$ cat config.mk
export PLATFORM = sky130hd
export DESIGN_NAME = face_select_scheduler
export DESIGN_NICKNAME = d
export VERILOG_FILES = /design/src/rtl/face_sched_pkg.sv /design/src/rtl/vsync_edge_detect.sv /design/src/rtl/face_select_scheduler.sv
export SDC_FILE = /design/constraint.sdc
export NUM_CORES = 1
export LEC_CHECK = 0
export CAP_MARGIN = 20
export CORE_MARGIN = 5
export CORE_UTILIZATION = 50
export CTS_CLUSTER_SIZE = 10
export DETAILED_ROUTE_END_ITERATION = 8
export PLACE_DENSITY = 0.82
export RECOVER_POWER = 25
export SLEW_MARGIN = 20
export SYNTH_ARGS = -nofsm -noshare
export SYNTH_HDL_FRONTEND = slang
export SYNTH_HIERARCHICAL = 1
export SYNTH_SLANG_ARGS = --single-unit
$ cat constraint.sdc
create_clock -name CLOCK_50 -period 2.3 [get_ports CLOCK_50]
set_clock_uncertainty 0.1 [all_clocks]
set_input_delay 0.23 -clock CLOCK_50 [delete_from_list [all_inputs] [get_ports CLOCK_50]]
set_output_delay 0.23 -clock CLOCK_50 [all_outputs]
set_load 0.01 [all_outputs]
$ cat src/rtl/face_sched_pkg.sv
// Shared face-scheduler types: default face geometry, face index type and scheduler states.
package face_sched_pkg;

  localparam int FACE_W    = 2;
  localparam int NUM_FACES = 4;

  typedef logic [FACE_W-1:0] face_t;

  typedef enum logic [1:0] {
    IDLE    = 2'd0,
    PENDING = 2'd1,
    DWELL   = 2'd2
  } sched_state_t;

endpackage

$ cat src/rtl/vsync_edge_detect.sv
// Synchronizes an asynchronous active-low vsync and emits a one-cycle frame tick
// two cycles after a synchronized 1->0 edge; no backpressure.
module vsync_edge_detect #(
  parameter int SYNC_STAGES = 2
) (
  input  logic i_clk,
  input  logic i_rst,
  input  logic i_vs_n,
  output logic o_tick
);

  logic [SYNC_STAGES-1:0] r_sync;
  logic                   r_vs_d;
  logic                   r_tick;
  logic                   w_vs_s;
  logic                   w_fall;

  assign w_vs_s = r_sync[SYNC_STAGES-1];
  assign w_fall = r_vs_d & ~w_vs_s;

  // Reset to the inactive (high) level so releasing reset never fakes a frame start.
  always_ff @(posedge i_clk or posedge i_rst) begin
    if (i_rst) begin
      r_sync <= '1;
      r_vs_d <= 1'b1;
      r_tick <= 1'b0;
    end else begin
      r_sync <= {r_sync[SYNC_STAGES-2:0], i_vs_n};
      r_vs_d <= w_vs_s;
      r_tick <= w_fall;
    end
  end

  assign o_tick = r_tick;

endmodule

$ cat src/rtl/face_select_scheduler.sv
// Arbitrates host/switch/auto face requests, applying each at a vsync frame boundary with a dwell.
// Optional FACE_SCHED_STATS_EN adds a saturating change_count output; host waits on host_req_ready.
module face_select_scheduler
  import face_sched_pkg::*;
#(
  parameter int FACE_W             = face_sched_pkg::FACE_W,
  parameter int NUM_FACES          = face_sched_pkg::NUM_FACES,
  parameter int DWELL_FRAMES       = 30,
  parameter int AUTO_PERIOD_FRAMES = 120,
  parameter int SYNC_STAGES        = 2
) (
  input  logic              CLOCK_50,
  input  logic              reset,
  input  logic              vga_vs,
  input  logic [FACE_W-1:0] sw_face,
  input  logic              auto_en,
  input  logic              host_req_valid,
  input  logic [FACE_W-1:0] host_req_face,
  output logic              host_req_ready,
  output logic [FACE_W-1:0] face_select,
  output logic              frame_strobe,
  output logic              busy
`ifdef FACE_SCHED_STATS_EN
  ,
  output logic [15:0]       change_count
`endif
);

  localparam int DCW = (DWELL_FRAMES > 1) ? $clog2(DWELL_FRAMES) : 1;
  localparam int ACW = (AUTO_PERIOD_FRAMES > 1) ? $clog2(AUTO_PERIOD_FRAMES) : 1;
  localparam logic [DCW-1:0]    DWELL_LAST  = DCW'(DWELL_FRAMES - 1);
  localparam logic [ACW-1:0]    AUTO_LAST   = ACW'(AUTO_PERIOD_FRAMES - 1);
  localparam logic [FACE_W-1:0] FACE_LAST   = FACE_W'(NUM_FACES - 1);
  localparam logic [FACE_W:0]   FACE_LIMIT  = (FACE_W + 1)'(NUM_FACES);

  sched_state_t      r_state;
  sched_state_t      w_state_nxt;
  logic [FACE_W-1:0] r_face;
  logic [FACE_W-1:0] r_pending;
  logic [FACE_W-1:0] r_sw_s0;
  logic [FACE_W-1:0] r_sw_s1;
  logic [DCW-1:0]    r_dwell_cnt;
  logic [ACW-1:0]    r_auto_cnt;
  logic              r_strobe;

  logic              w_tick;
  logic              w_idle;
  logic              w_host_xfer;
  logic              w_host_ok;
  logic              w_sw_req;
  logic              w_auto_fire;
  logic              w_take_host;
  logic              w_take_sw;
  logic              w_take_auto;
  logic              w_load;
  logic              w_apply;
  logic              w_change;
  logic [FACE_W-1:0] w_face_next;
  logic [FACE_W-1:0] w_req_face;

  vsync_edge_detect #(
    .SYNC_STAGES (SYNC_STAGES)
  ) u_vsync (
    .i_clk  (CLOCK_50),
    .i_rst  (reset),
    .i_vs_n (vga_vs),
    .o_tick (w_tick)
  );

  assign w_idle      = (r_state == IDLE);
  assign w_host_xfer = host_req_valid & w_idle;
  assign w_host_ok   = w_host_xfer & ({1'b0, host_req_face} < FACE_LIMIT);
  assign w_sw_req    = (r_sw_s0 == r_sw_s1) && (r_sw_s0 != r_face) &&
                       ({1'b0, r_sw_s0} < FACE_LIMIT);
  assign w_auto_fire = auto_en && w_tick && (r_auto_cnt == AUTO_LAST);

  // One request per cycle: an out-of-range host transfer still consumes the slot.
  assign w_take_host = w_host_ok;
  assign w_take_sw   = w_idle && !w_host_xfer && w_sw_req;
  assign w_take_auto = w_idle && !w_host_xfer && !w_sw_req && w_auto_fire;
  assign w_load      = w_take_host || w_take_sw || w_take_auto;

  assign w_apply     = (r_state == PENDING) && w_tick;
  assign w_change    = w_apply && (r_pending != r_face);
  assign w_face_next = (r_face == FACE_LAST) ? '0 : r_face + FACE_W'(1);

  always_comb begin
    w_req_face = w_face_next;
    if (w_take_host) begin
      w_req_face = host_req_face;
    end else if (w_take_sw) begin
      w_req_face = r_sw_s0;
    end
  end

  always_ff @(posedge CLOCK_50 or posedge reset) begin
    if (reset) begin
      r_state <= IDLE;
    end else begin
      r_state <= w_state_nxt;
    end
  end

  always_comb begin
    w_state_nxt = r_state;
    case (r_state)
      IDLE: begin
        if (w_load) begin
          w_state_nxt = PENDING;
        end
      end
      PENDING: begin
        if (w_tick) begin
          w_state_nxt = (!w_change || DWELL_FRAMES == 0) ? IDLE : DWELL;
        end
      end
      DWELL: begin
        if (w_tick && r_dwell_cnt == DWELL_LAST) begin
          w_state_nxt = IDLE;
        end
      end
      default: w_state_nxt = IDLE;
    endcase
  end

  always_comb begin
    host_req_ready = w_idle;
    busy           = !w_idle;
  end

  always_ff @(posedge CLOCK_50 or posedge reset) begin
    if (reset) begin
      r_face      <= '0;
      r_pending   <= '0;
      r_sw_s0     <= '0;
      r_sw_s1     <= '0;
      r_dwell_cnt <= '0;
      r_auto_cnt  <= '0;
      r_strobe    <= 1'b0;
    end else begin
      r_strobe <= w_tick;
      if (w_load) begin
        r_pending <= w_req_face;
      end
      if (w_change) begin
        r_face <= r_pending;
      end
      if (w_tick) begin
        r_sw_s0 <= sw_face;
        r_sw_s1 <= r_sw_s0;
      end
      if (w_apply) begin
        r_dwell_cnt <= '0;
      end else if (r_state == DWELL && w_tick) begin
        r_dwell_cnt <= r_dwell_cnt + DCW'(1);
      end
      if (!auto_en || w_change) begin
        r_auto_cnt <= '0;
      end else if (w_idle && w_tick) begin
        r_auto_cnt <= (r_auto_cnt == AUTO_LAST) ? '0 : r_auto_cnt + ACW'(1);
      end
    end
  end

  assign face_select  = r_face;
  assign frame_strobe = r_strobe;

`ifdef FACE_SCHED_STATS_EN
  logic [15:0] r_change_cnt;

  always_ff @(posedge CLOCK_50 or posedge reset) begin
    if (reset) begin
      r_change_cnt <= '0;
    end else if (w_change && r_change_cnt != 16'hFFFF) begin
      r_change_cnt <= r_change_cnt + 16'd1;
    end
  end

  assign change_count = r_change_cnt;
`endif

endmodule

# Word-level counts from Yosys, hierarchy flattened
# Cells that the tools add are included.
[totals]
ff_bits = 27
out_inout_bits = 5
elab_cells = 64
[classes]
addsub = 3
eq_ne = 11
n_mux = 13
bitwise = 3
reduce_logical = 23
[ops]
columns = ["op", "count"]
rows = [
  ["$mux 7", 3],
  ["$mux 2", 7],
  ["$logic_and 1x1->1", 12],
  ["$mux 5", 2],
  ["$add 7x1->7 const B", 1],
  ["$eq 7x7->1 const B", 1],
  ["$pmux 2 s3", 1],
  ["$add 5x1->5 const B", 1],
  ["$eq 5x5->1 const B", 1],
  ["$eq 2x2->1 const B", 2],
  ["$logic_not 1->1", 4],
  ["$ne 2x1->1 const B", 2],
  ["$ne 2x2->1", 2],
  ["$reduce_bool 2->1", 2],
  ["$logic_or 1x1->1", 3],
  ["$reduce_and 3->1", 1],
  ["$add 2x1->2 const B", 1],
  ["$and 1x1->1", 2],
  ["$eq 2x1->1 const B", 1],
  ["$eq 2x2->1", 1],
  ["$logic_not 2->1", 1],
  ["$ne 2x2->1 const B", 1],
  ["$not 1->1", 1],
]

# Longest topological paths before layout
# Gate-level depths: netlist of the first run.
[logic_depth]
ltp_word = 9
depth_mapped = 6

# Cells and area by module
# Netlist of the first run, hierarchy kept.
[by_module_without_submodules]
columns = ["module", "n_inst", "cells_per_inst", "area_per_inst_um2"]
rows = [
  ["face_select_scheduler", 1, 129, 1311.3],
  ["vsync_edge_detect", 1, 6, 121.4],
]

# Worst setup path after synthesis of the first run
# OpenSTA, ideal clock, no wires.
[synth_timing]
path_kind = "flip-flop to flip-flop"
startpoint = "register r_auto_cnt[0]"
endpoint = "register r_pending[1]"
setup_time_ns = 0.119
arrival_ns = 1.518
setup_slack_ns = 0.563
path_stages_with_launch = 7
period_less_slack_ns = 1.737
path_cell_list = "dfrtp_1 ha_1 and4_1 buf_2 a41oi_1 a21oi_1 a21bo_1"
[synth_between]
elab_chain_cells = 4
[synth_rtl]
columns = ["element", "line_no", "source"]
rows = [
  ["start: declaration", "face_select_scheduler.sv:43", "logic [ACW-1:0] r_auto_cnt;"],
  ["start signal: assignment", "face_select_scheduler.sv:160", "r_auto_cnt <= (r_auto_cnt == AUTO_LAST) ? '0 : r_auto_cnt + ACW'(1);"],
  ["$eq 7x7->1", "face_select_scheduler.sv:75", "assign w_auto_fire = auto_en && w_tick && (r_auto_cnt == AUTO_LAST);"],
  ["$logic_and 1x1->1", "face_select_scheduler.sv:75", ""],
  ["$logic_and 1x1->1", "face_select_scheduler.sv:80", "assign w_take_auto = w_idle && !w_host_xfer && !w_sw_req && w_auto_fire;"],
  ["$logic_or 1x1->1", "face_select_scheduler.sv:81", "assign w_load = w_take_host || w_take_sw || w_take_auto;"],
  ["end signal: assignment", "face_select_scheduler.sv:143", "r_pending <= w_req_face;"],
  ["end: declaration", "face_select_scheduler.sv:39", "logic [FACE_W-1:0] r_pending;"],
]
# No other way between the ends.
# A chain may end at the register's enable or synchronous reset.

# Final worst setup path of the first run
[layout_timing]
startpoint = "register r_state[1]"
endpoint = "output port host_req_ready"
[layout_between]
elab_chain_cells = 1
[layout_rtl]
columns = ["element", "line_no", "source"]
rows = [
  ["start: declaration", "face_select_scheduler.sv:36", "sched_state_t r_state;"],
  ["start signal: assignment", "face_select_scheduler.sv:100", "r_state <= w_state_nxt;"],
  ["$logic_not 2->1", "face_select_scheduler.sv:70", "assign w_idle = (r_state == IDLE);"],
  ["end: declaration", "face_select_scheduler.sv:19", "output logic host_req_ready,"],
]
# No other way between the ends.

==> results of run 1 <==
[worst max-delay path, stage by stage, from the launching register on]
cell             delay (ps)
dfrtp_1                 570
nor2_2                  300
clkdlybuf4s50_1         630
[cell families (layout without fill, tap and decap cells)]
group	count (synthesis)	count (layout)	share of synthesized area (%)
mux	10	10	7.60
fa+ha+maj	4	4	3.49
xor+xnor	7	7	4.28
buf+inv	11	26	3.75
flops	27	27	47.4
simple gates	45	45	17.5
compound gates	31	31	16.0
[registers in the layout, summed over array words and instances (netlist names)]
register	flops
r_sw_s0	2
r_sw_s1	2
u_vsync/o_tick	1
u_vsync/r_vs_d	1
u_vsync/r_sync	2
r_auto_cnt	7
r_dwell_cnt	5
r_state	2
r_pending	2
face_select	2
frame_strobe	1
[timing repair]
item / 4_1_cts / 5_1_grt
hold buffers: 1 / 0
endpoints found under the hold margin: 1 / 0
setup endpoints to repair: 0 / 0
setup buffers: 0 / 0
[synthesized netlist by cell type (all sizes together), types with 4 or more instances]
| master | n | area share [%] |
|---|---|---|
| dfrtp | 24 | 42 |
| nand2 | 21 | 5.5 |
| a21oi | 8 | 3.1 |
| mux2 | 7 | 5.5 |
| inv | 6 | 1.6 |
| nand3 | 6 | 2.1 |
| o21ai | 5 | 1.7 |
| buf | 4 | 1.8 |
| ha | 4 | 3.5 |
| nor2 | 4 | 1.2 |
| xnor2 | 4 | 2.4 |
[metal layers]
metal	vias up	GRT usage, %
met4	0	8.57
met5	-	0
met2	31	25.3
met3	9	2.13
met1	529	18.8
li1	524	-
[stage by stage]
| step | cells | power (mW) | util [%] |
|---|---|---|---|
| 2_1_floorplan | 135 | 1.13 | - |
| 3_3_place_gp | 176 | 1.28 | 57.5 |
| 3_5_place_dp | 176 | 1.32 | 57.5 |
| 4_1_cts | 181 | 1.54 | 58.9 |
| 5_1_grt | 181 | 1.64 | 58.7 |
| 6_report | 181 | 1.54 | 58.7 |
[final cells by class]
type / count / area share (%)
tap: 31 / 2.40
clock buffer: 3 / 1.39
inverter: 6 / 1.39
timing repair buffer: 16 / 9.20
clock inverter: 1 / 0.464
sequential: 27 / 42.0
multi-input combinational: 97 / 43.2
[worst paths after layout]
path	to	depth (start not counted)
worst max-delay path	host_req_ready	2
worst min-delay path	u_vsync/r_sync[1]	0
worst max register to register	r_auto_cnt[0]	5
worst min register to register	u_vsync/r_sync[1]	0
max in group asynchronous	r_sw_s1[0]	4
min in group asynchronous	u_vsync/o_tick	3
[power by group through the flow]
stage	sequential [mW]	clock [mW]	combinational, mW
2_1_floorplan	0.673	0	0.457
3_3_place_gp	0.714	0	0.567
3_5_place_dp	0.725	0	0.599
4_1_cts	0.717	0.219	0.602
5_1_grt	0.737	0.237	0.661
6_report	0.724	0.215	0.598
==> summary.md, run 1 <==
| Metric | Value |
|---|---|
| Number of distinct library cells after synthesis | 44 |
| Cells after Synth | 135 |
| Max Clock Freq | 0.463 GHz |
| Register area share after synthesis | 47.4% |
| Crit path from | r_state[1] |
| Core Region | 2760 µm² |
| Worst-case clock buffer depth | 2 |
| CTS Buf Count | 3 |
| Worst setup EP type | primary output |
| Setup TNS | 0 ps |
| Most frequent cells in the layout | 24 x dfrtp_1, 21 x nand2_1, 11 x clkdlybuf4s50_1 |
| Seq cells post-synth | 27 |
| Largest net degree at the start of global routing | 24 |
| Period utilisation layout | 93.9% |
| RD Place Congestion | 0.907 |
| Final setup fails | 0 |
| Layout cells sized above 1 | 12.7% |
| Total GRT Usage | 15.2% |
| Leak | 0.685 nW |
| Synth Flop Type | dfrtp_1 |
| Post-CTS Resized | 0 |
| Seq. cell area | 679 µm² |
| Clock Sink Count | 27 |
| CP arrival | 1830 ps |
| VDD IR-drop max | 0.642 mV |
| Vias in the first global route | 1083 |
| WP data required | 1970 ps |
| RSZ-0062 raised after global routing | no |
| Crit path kind | flip-flop to primary output |
| Final net count | 164 |
| Commonest non-fill, non-tap cell in the layout | dfrtp_1 |
| WL/cell | 16.0 µm |
| Die X | 63.5 µm |
| Initial DRC Count | 33 |
| Clk network pwr share | 14.0% |
| Net Switching | 0.598 mW |
| Clock root buffer | clkbuf_4 |
| Worst Min Path Start | u_vsync/r_sync[0] |
| Drt total wl | 2900 µm |
| Synthesis-to-layout area growth | 13.0% |
| # DRC | 0 |
| Max layer used | met4 |
| Worst-Skew Late Latency | 340 ps |
| Max-Cap Viols | 0 |
| Combinational power share | 38.9% |
| Via count | 1093 |
| ANT nets after route | 0 |
| First-pass GRT wire length | 4950 µm |
| Area of the multi-input gates | 699 µm² |
| Final Hold Viols | 0 |
| Clock transition at path regs | 150 ps |
| Flop-to-flop setup slack | 320 ps |
| Cell Rows | 19 |
| Fill cell count | 222 |
| Die height | 63.5 µm |
| Number of synthesized flops with an enable pin | 0 |
| Final hold slack | 275 ps |
| Min Tclk post-route | 2160 ps |
| Htree depth | 1 |
| Sw Share | 38.9% |
| Initial antenna violation count | 0 |
| Dpl cell area | 1590 µm² |
| Power per cell area | 950 nW/µm² |
| Post-Layout Inst Area | 1620 µm² |
| # port buffers | 13 |
| Critical R2R Launch | u_vsync/o_tick |
| Post-Place Setup Slack | 373 ps |
| Hpwl dp | 2130 µm |
| Die ar. | 4040 µm² |
| Crit-path max FO | 13 |
| Total gr overflow | 0 |
| Seq pwr share | 47.1% |
| Antenna cells | 0 |
| Startpoint types | flip-flop |
| Met3 routed WL | 103 µm |
| PnR worst setup slack | 141 ps |
| Syn Area/Cell | 10.6 µm² |
| Fin. max-slew vios | 0 |
| Outcome | finished clean |
| Syn. warnings | 6 |
| Headroom to the max-slew limit | 59.7% |
| WL met2 | 1420 µm |
| Worst-Margin Slew | 605 ps |
| Area of the mapped netlist | 1430 µm² |
| Avg Vias per Cell | 6.04 |
| Ports | 14 |
| Asr flop ratio synth | 100% |
| Initial Util | 52.0% |
| Met1 Wirelength | 1280 µm |
| CTS tree | done |
| Total iterations of the first detailed-routing run | 4 |
| Post-synthesis net count | 148 |
| P_int | 0.940 mW |
| HP Class | flip-flop to flip-flop |
Note: power is estimated with default switching activity, not from simulation.
==> run 2: changes to the inputs <==
--- a/config.mk
+++ b/config.mk
@@ -10,6 +10,7 @@
 export CORE_UTILIZATION = 50
 export CTS_CLUSTER_SIZE = 10
 export DETAILED_ROUTE_END_ITERATION = 8
+export HOLD_SLACK_MARGIN = 0.03
 export PLACE_DENSITY = 0.82
 export RECOVER_POWER = 25
 export SLEW_MARGIN = 20
==> results of run 2 <==
Same layout as run 1: the final DEF is identical, and so are final timing and power.
==> run 3: changes to the inputs <==
--- a/config.mk
+++ b/config.mk
@@ -10,7 +10,7 @@
 export CORE_UTILIZATION = 50
 export CTS_CLUSTER_SIZE = 10
 export DETAILED_ROUTE_END_ITERATION = 8
-export HOLD_SLACK_MARGIN = 0.03
+export HOLD_SLACK_MARGIN = 0.12
 export PLACE_DENSITY = 0.82
 export RECOVER_POWER = 25
 export SLEW_MARGIN = 20
==> results of run 3 <==
Same layout as run 1: the final DEF is identical, and so are final timing and power.
